$ cat config.mk
export PLATFORM = sky130hd
export DESIGN_NAME = knob_value_display
export DESIGN_NICKNAME = d
export VERILOG_FILES = /design/src/rtl/knob_value_display.sv
export SDC_FILE = /design/constraint.sdc
export NUM_CORES = 1
export LEC_CHECK = 0
export BUFFER_PORTS_ARGS = -buffer_cell sky130_fd_sc_hd__buf_2
export CORE_ASPECT_RATIO = 1.1
export CORE_MARGIN = 1.5
export CORE_UTILIZATION = 48
export DETAILED_ROUTE_END_ITERATION = 12
export PLACE_DENSITY = 0.82
export SYNTH_ARGS = -nofsm -noshare
export SYNTH_HDL_FRONTEND = slang
export SYNTH_SLANG_ARGS = --single-unit
$ cat constraint.sdc
create_clock -name CLK -period 3.8 [get_ports CLK]
set_input_delay 0 -clock CLK [delete_from_list [all_inputs] [get_ports CLK]]
set_output_delay 0 -clock CLK [all_outputs]
set_load 0.03 [all_outputs]
$ cat src/rtl/knob_value_display.sv
// knob_value_display: saturating 8-bit encoder/button value rendered as a 2x16 LCD frame.
// Decimal digits come from a one-bit-per-clock double-dabble on a snapshot of the value.
module knob_value_display #(
    parameter int MAX_VALUE = 255,
    parameter int BIG_STEP  = 10
) (
    input  logic         CLK,
    input  logic         Reset,
    input  logic [1:0]   iKnob,
    input  logic [4:0]   iBTN,
    output logic [7:0]   oValue,
    output logic [256:0] oChars,
    output logic         oUpdate,
    output logic         oBusy
);
    typedef enum logic [1:0] {IDLE, CONV, DONE} state_t;

    localparam logic [127:0]       LINE1  = {"KN", "OB VALUE      "};
    localparam logic signed [9:0]  MAX_S  = 10'(MAX_VALUE);
    localparam logic signed [9:0]  STEP_S = 10'(BIG_STEP);

    function automatic logic [7:0] hex_char(input logic [3:0] n);
        return (n < 4'd10) ? {4'h3, n} : 8'h37 + {4'h0, n};
    endfunction

    function automatic logic [255:0] make_frame(input logic [11:0] bcd, input logic [7:0] hx);
        return {LINE1, "DEC ", {4'h3, bcd[11:8]}, {4'h3, bcd[7:4]}, {4'h3, bcd[3:0]},
                "  HEX ", hex_char(hx[7:4]), hex_char(hx[3:0]), " "};
    endfunction

    function automatic logic [19:0] dd_step(input logic [19:0] s);
        logic [19:0] t;
        t = s;
        for (int i = 0; i < 3; i++)
            if (t[8+4*i +: 4] >= 4'd5) t[8+4*i +: 4] = t[8+4*i +: 4] + 4'd3;
        return {t[18:0], 1'b0};
    endfunction

    state_t             state, state_d;
    logic [7:0]         value, value_d, snap;
    logic [4:0]         btn_prev, rise;
    logic               dirty, dirty_d, changed, unused_lr;
    logic [2:0]         cnt;
    logic [19:0]        dd;
    logic [255:0]       frame;
    logic signed [9:0]  knob_d, btn_d, sum;

    // iBTN = {UP, DOWN, LEFT, RIGHT, CNTR}; LEFT/RIGHT have no function here
    assign rise      = iBTN & ~btn_prev;
    assign unused_lr = ^rise[2:1];

    always_comb begin
        knob_d  = iKnob[1] ? (iKnob[0] ? -10'sd1 : 10'sd1) : 10'sd0;
        btn_d   = (rise[4] ? STEP_S : 10'sd0) - (rise[3] ? STEP_S : 10'sd0);
        sum     = $signed({2'b00, value}) + knob_d + btn_d;
        value_d = rise[0] ? 8'd0 : (sum < 10'sd0) ? 8'd0 : (sum > MAX_S) ? MAX_S[7:0] : sum[7:0];
        changed = value_d != value;
    end

    // A change landing in the snapshot cycle re-arms dirty so it gets its own frame
    always_comb begin
        state_d = state;
        dirty_d = dirty | changed;
        case (state)
            IDLE: if (dirty) begin
                state_d = CONV;
                dirty_d = changed;
            end
            CONV: if (cnt == 3'd7) state_d = DONE;
            DONE: state_d = IDLE;
            default: state_d = IDLE;
        endcase
    end

    always_ff @(posedge CLK or negedge Reset) begin
        if (!Reset) begin
            state    <= IDLE;
            value    <= 8'd0;
            btn_prev <= 5'd0;
            dirty    <= 1'b0;
            snap     <= 8'd0;
            dd       <= 20'd0;
            cnt      <= 3'd0;
            oUpdate  <= 1'b0;
            frame    <= make_frame(12'd0, 8'd0);
        end else begin
            state    <= state_d;
            value    <= value_d;
            btn_prev <= iBTN;
            dirty    <= dirty_d;
            oUpdate  <= state == DONE;
            if (state == IDLE && dirty) begin
                snap <= value;
                dd   <= {12'd0, value};
                cnt  <= 3'd0;
            end
            if (state == CONV) begin
                dd  <= dd_step(dd);
                cnt <= cnt + 3'd1;
            end
            if (state == DONE) frame <= make_frame(dd[19:8], snap);
        end
    end

    assign oValue = value;
    assign oChars = {1'b0, frame};
    assign oBusy  = state != IDLE;
endmodule

## Word-level counts from Yosys, hierarchy flattened

Cells that the tools add are included.

| storage, ports and cells | value |
|---|---|
| flip-flop bits (word level) | 76 |
| latch bits | 0 |
| RAM bits | 0 |
| memory bits (read-only) | 0 |
| logic and storage cells | 60 |
| memories kept | 0 |

| cells by class | value |
|---|---|
| $add $sub $neg | 9 |
| multiply operators | 0 |
| divide/modulo/power cells | 0 |
| magnitude comparators | 7 |
| equality and inequality tests | 6 |
| shifts and indexed selects | 0 |
| mux-type cells | 21 |
| bitwise logic cells | 3 |
| reduce and logical (&&, ||, !) cells | 5 |

Operators by type and width:

| kind | count |
|---|---|
| 2-to-1 mux 20 bit | 2 |
| 2-to-1 mux 8 bit | 3 |
| 2-to-1 mux 10 bit | 2 |
| 2-to-1 mux 4 bit | 4 |
| adder 6 x 4 -> 7 bit, first input constant | 2 |
| 2-to-1 mux 7 bit | 2 |
| >= comparator 4 x 3 -> 1 bit, second input constant | 3 |
| adder 10 x 5 -> 10 bit | 1 |
| adder 9 x 10 -> 10 bit | 1 |
| greater-than comparator 10 x 9 -> 1 bit, second input constant | 1 |
| < comparator 10 x 1 -> 1 bit, second input constant | 1 |
| 2-to-1 mux 3 bit | 3 |
| adder 4 x 2 -> 4 bit, second input constant | 2 |
| < comparator 4 bit, second input constant | 2 |
| inequality test 8 bit | 1 |
| bitwise AND 5 bit | 1 |
| inverter 5 bit | 1 |
| subtractor 4 x 4 -> 5 bit | 1 |
| 2-to-1 mux 2 bit | 2 |
| inequality test 2 bit, second input constant | 2 |
| one-hot mux 2 bit (2 select lines) | 1 |
| nonzero test 2 bit | 2 |
| adder 3 x 1 -> 3 bit, second input constant | 1 |
| adder 3 x 2 -> 3 bit, second input constant | 1 |
| 8 further kinds | 9 |

## Logic depth before layout (Yosys ltp)

| logic depth | value |
|---|---|
| word-level depth | 13 |
| mapped depth | 16 |
| gate-level depth less buffers | 15 |

## Worst setup path after synthesis

No wires, ideal clock.

| timing path | value |
|---|---|
| kind | reg2reg |
| start | register value[3] (netlist: oValue[3]) |
| end | register dirty |
| setup time | 0.135 ns |
| arrival | 3.220 ns |
| path slack | 0.445 ns |
| stages on the path, launching flop included | 14 |
| path buffers | 1 |
| period minus slack after synthesis | 3.355 ns |
| path through | dfrtp_1 > clkbuf_1 > xnor2_1 > ha_1 > a21o_1 > ha_1 > o211ai_1 > o211a_1 > or3_4 > xnor2_4 > or4_1 > o32ai_1 > a211oi_1 > nand4b_1 |

| on the way | value |
|---|---|
| longest elaborated chain between the ends | 10 |
| elaborated cells between the ends (all ways) | 11 |
| classes of those cells | add/sub (2); order compare (2); eq/ne (1); mux (5); bitwise (1) |

RTL lines:

| what | RTL line | RTL |
|---|---|---|
| from (decl) | 40 | `logic [7:0] value, value_d, snap;` |
| from (signal assigned) | 88 | `value <= value_d;` |
| adder 9 x 10 -> 10 bit | 55 | `sum = $signed({2'b00, value}) + knob_d + btn_d;` |
| adder 10 x 5 -> 10 bit | 55 |  |
| greater-than comparator 10 x 9 -> 1 bit | 56 | `value_d = rise[0] ? 8'd0 : (sum < 10'sd0) ? 8'd0 : (sum > MAX_S) ? MAX_S[7:0] : sum[7:0];` |
| 2-to-1 mux 8 bit (3 in series) | 56 |  |
| inequality test 8 bit (*) | 57 | `changed = value_d != value;` |
| OR 1 bit | 63 | `dirty_d = dirty \| changed;` |
| 2-to-1 mux 1 bit | 65 | `IDLE: if (dirty) begin` |
| 2-to-1 mux 1 bit (*) | 64 | `case (state)` |
| named net dirty_d | 42 | `logic dirty, dirty_d, changed, unused_lr;` |
| to (signal assigned) | 90 | `dirty <= dirty_d;` |
| to (decl) | 42 |  |

The timed path passes the listed nets; every way through them passes the cells marked *.
A chain may end at the register's enable or synchronous reset.

## Worst setup path in the final report

| timing path | value |
|---|---|
| start | register btn_prev[3] |
| end | register dirty |

| on the way | value |
|---|---|
| longest elaborated chain between the ends | 13 |
| elaborated cells between the ends (all ways) | 14 |
| classes of those cells | add/sub (2); order compare (2); eq/ne (1); mux (6); bitwise (3) |

RTL lines:

| what | RTL line | RTL |
|---|---|---|
| from (decl) | 41 | `logic [4:0] btn_prev, rise;` |
| from (signal assigned) | 89 | `btn_prev <= iBTN;` |
| inverter 5 bit (*) | 49 | `assign rise = iBTN & ~btn_prev;` |
| bitwise AND 5 bit (*) | 49 |  |
| 2-to-1 mux 4 bit (*) | 54 | `btn_d = (rise[4] ? STEP_S : 10'sd0) - (rise[3] ? STEP_S : 10'sd0);` |
| subtractor 4 x 4 -> 5 bit (*) | 54 |  |
| adder 10 x 5 -> 10 bit (*) | 55 |  |
| greater-than comparator 10 x 9 -> 1 bit | 56 |  |
| 2-to-1 mux 8 bit | 56 |  |
| 2-to-1 mux 8 bit (*) (2 in series) | 56 |  |
| inequality test 8 bit (*) | 57 |  |
| OR 1 bit | 63 |  |
| 2-to-1 mux 1 bit | 65 |  |
| 2-to-1 mux 1 bit (*) | 64 |  |
| named net dirty_d | 42 |  |

Marked as above.

==> impl_metrics.py <==
metrics = {
    "clock_tree": {
        "insertion_delay_ps": 340,
        "clock-sinks": 72,
        "cts_root_buffer": "clkbuf_16",
        "cts_buffers": 9,
        "clkTransAtPathRegs_ps": 60,
        "htree_levels": 3,
        "cts_buffer_depth": 2,
        "cts_tree": "done",
    },
    "yosys": {
        "synthCells": 665,
        "synthArstFlopShare": 1.000,
        "syn_area_um2": 5794,
        "synth_compound_area_frac": 0.1177,
        "synth_top_family_by_area": "buffers and inverters",
        "synth_top_cells_by_count": "buf_4, nand2_1, dfrtp_1, o21ai_0, ha_1",
        "synthMuxAreaShare": 0.01360,
        "synthAdderAreaFrac": 0.06392,
        "yosysSeqAreaShare": 0.3118,
        "synth-seq-cells": 72,
        "yosys.area_share.simple": 0.1237,
        "synth_flop_cell": "dfrtp_1",
        "synth_edf_count": 0,
        "avgSynthCellArea_um2": 8.713,
        "synth_xor_area_frac": 0.03973,
        "synth_area_leader_cell": "buf_4",
        "yosys_warnings": 0,
        "yosysMostFrequentCell": "buf_4",
        "synth_cell_type_count": 53,
        "synth.top_cell.area_share": 0.3006,
        "synthTopCellsByArea": "buf_4, dfrtp_1, ha_1",
    },
    "floorplan": {
        "dieHeight_um": 118.2,
        "ios": 276,
        "die_area_um2": 12740,
        "initial_core_util": 0.4998,
        "rows": 41,
        "die_w_um": 107.8,
        "core-area_um2": 11590,
    },
    "place": {
        "numPortBuffers": 42,
        "place_congestion": 0.8908,
        "hpwl_mm": 7.085,
    },
    "setup_path": {
        "max_stage_delay_ps": 470,
        "reg2reg_slack_ps": 270,
        "worst_ep_required_time_ps": 4000,
        "worstSetupPathType": "reg2reg",
        "path_common_cell": "ha_1",
        "start_kind": "flop",
        "cp_slowest_cell": "or4_1",
        "timing.rr.start": "btn_prev[3]$_DFF_PN0_",
        "cp_max_fo": 6,
        "arrival_ps": 3730,
        "worst_r2r_path_depth": 13,
        "timing.rr.end": "dirty$_DFF_PN0_",
        "crit_chain": "nand2b_1, or2_2, inv_1, ha_1, ha_1, o211ai_1, o211a_1, or3_4, xnor2_4, or4_1, o32ai_1, a211oi_1, nand4b_1",
        "crit_path_end_kind": "flop",
    },
    "timing": {
        "setup_violations": 0,
        "min_period_over_period": 0.9287,
        "relSlewSlack": 0.5046,
        "tns_ps": 0,
        "hold_violations": 0,
        "maxSlewViolCount": 0,
        "finClkSkew_ps": 7.558,
        "rsz0062_at_grt": "false",
        "tightest_slew_ps": 740.3,
        "finalCriticalPeriod_ps": 3529,
        "fmax_mhz": 283.4,
    },
    "routing": {
        "drtPass1Iterations": 4,
        "wl_per_cell_um": 11.00,
        "drt-initial-drc-count": 176,
        "viasPerCell": 4.397,
        "ant_nets": 0,
        "finalWirelength_mm": 9.485,
        "drcViolationCount": 0,
        "via_count": 3790,
    },
    "grt": {
        "grt_pass1_vias": 3302,
        "grt_max_degree": 51,
        "antenna_found_initial": 0,
        "grt_util_all_layers": 0.1500,
        "grt_first_pass_wirelength_mm": 15.38,
        "grt-ovfl-total": 0,
    },
    "pwr": {
        "power_density_nw_per_um2": 727.5,
        "finalPower_mw": 4.112,
        "peakVddDrop_mv": 0.3621,
        "p_leak_nw": 3.080,
    },
    "layout": {
        "fillers": 1089,
        "drive_gt1_frac": 0.1208,
        "multi_input_area_um2": 2945,
        "final_nets": 745,
        "seqCellArea_um2": 1807,
        "n_antenna_cell": 0,
        "area_growth_pct": -2.462,
    },
    "worst_hold_path": {
        "hold_class": "in2async",
    },
    "run": {
        "drv_cap": 0,
    },
    "status": {
        "status": "finished, final reports clean",
    },
}
## worst max-delay path, delay by kind of cell (launching register included)
kind | cells | cell delay (ps)
simple gates | 5 | 1510
compound gates | 4 | 580
flops | 1 | 350
xor+xnor | 1 | 150
buf+inv | 1 | 150
fa+ha+maj | 2 | 650
## logic make-up after synthesis
| family | after synthesis |
|---|---|
| AO/OA/AOI/OAI | 107 |
| XOR/XNOR | 22 |
| adder cells (fa/ha/maj) | 29 |
| buffers and inverters | 274 |
| flip-flops | 72 |
| multiplexers | 6 |
| other | 2 |
| AND/OR/NAND/NOR | 153 |
## metrics by stage
stage | instances | setup WS (ps) | instance area (µm²) | hold slack, ps | util
finish | 862 | 271.1 | 5652 | 150.6 | 0.4875
global route | 862 | 24.39 | 5652 | 198.8 | 0.4875
CTS | 862 | 248.5 | 5652 | 151.2 | 0.4875
detailed placement | 842 | 253.6 | 5289 | -17.11 | 0.4562
global placement | 842 | 326.2 | 5289 | -22.85 | 0.4562
floorplan | 894 | 445.2 | 6654 | -295.6 | -
## registers in the layout, summed over array words and instances, names as in the netlist
| register | flops |
|---|---|
| frame | 26 |
| dd | 20 |
| oValue | 8 |
| snap | 8 |
| btn_prev | 3 |
| cnt | 3 |
| state | 2 |
| dirty | 1 |
| oUpdate | 1 |
## repair_timing
item | in CTS | in global routing
hold buffers | 4 | 0
buffers inserted | 0 | 0
endpoints found under the hold margin | 25 | 0
gates resized for setup | 0 | 0
## power by group
| part | internal, mW | total [mW] | switching (mW) |
|---|---|---|---|
| Combinational | 0.663 | 2.01 | 1.35 |
| Sequential | 0.981 | 1.20 | 0.218 |
| Clock | 0.591 | 0.901 | 0.310 |
| Total | 2.23 | 4.11 | 1.88 |
## worst max path at each step
stage	cells after the start	to	startpoint
3_3_place_gp	13	dirty$_DFF_PN0_	btn_prev[3]$_DFF_PN0_
4_1_cts	13	dirty$_DFF_PN0_	btn_prev[3]$_DFF_PN0_
6_report	13	dirty$_DFF_PN0_	btn_prev[3]$_DFF_PN0_
5_1_grt	13	dirty$_DFF_PN0_	btn_prev[3]$_DFF_PN0_
3_5_place_dp	13	dirty$_DFF_PN0_	btn_prev[3]$_DFF_PN0_
2_1_floorplan	13	dirty$_DFF_PN0_	oValue[3]$_DFF_PN0_
## area by class of cell
type	instances	area share
Sequential cell	72	0.3197
Clock buffer	11	0.04295
Timing Repair Buffer	53	0.05358
Clock inverter	5	0.01417
Inverter	23	0.01528
Multi-Input combinational cell	548	0.5211
Tap cell	150	0.03321
## metal layers
layer  part of all wire  vias up  global-route usage
met5                  0        -                   0
met1               0.41     1795              0.1690
li1                   -     1818                   -
met4              0.019        0             0.05839
met2               0.51      162              0.2659
met3              0.064       15             0.04026
## placed cells by master (no fill, tap or decap), types with 3 or more instances in the layout
| cell | n |
|---|---|
| dfstp_2 | 4 |
| xor2_1 | 5 |
| xnor2_1 | 15 |
| nor2_1 | 17 |
| buf_4 | 7 |
| o22ai_1 | 9 |
| a22oi_1 | 5 |
| or2_2 | 3 |
| dfrtp_1 | 68 |
| buf_2 | 42 |
| and2_1 | 4 |
| dlygate4sd3_1 | 4 |
| o31ai_1 | 3 |
| nand2b_1 | 7 |
| a21oi_1 | 20 |
| ha_1 | 28 |
| mux2_2 | 5 |
| nand2_1 | 82 |
| a211oi_1 | 4 |
| nor3_1 | 8 |
| inv_1 | 21 |
| o211ai_1 | 3 |
| nand3_1 | 13 |
| nor2b_1 | 5 |
| a21o_1 | 13 |
| clkbuf_16 | 9 |
| o32ai_1 | 4 |
| o21ai_0 | 33 |
| conb_1 | 231 |
(Power assumes the default switching activity.)
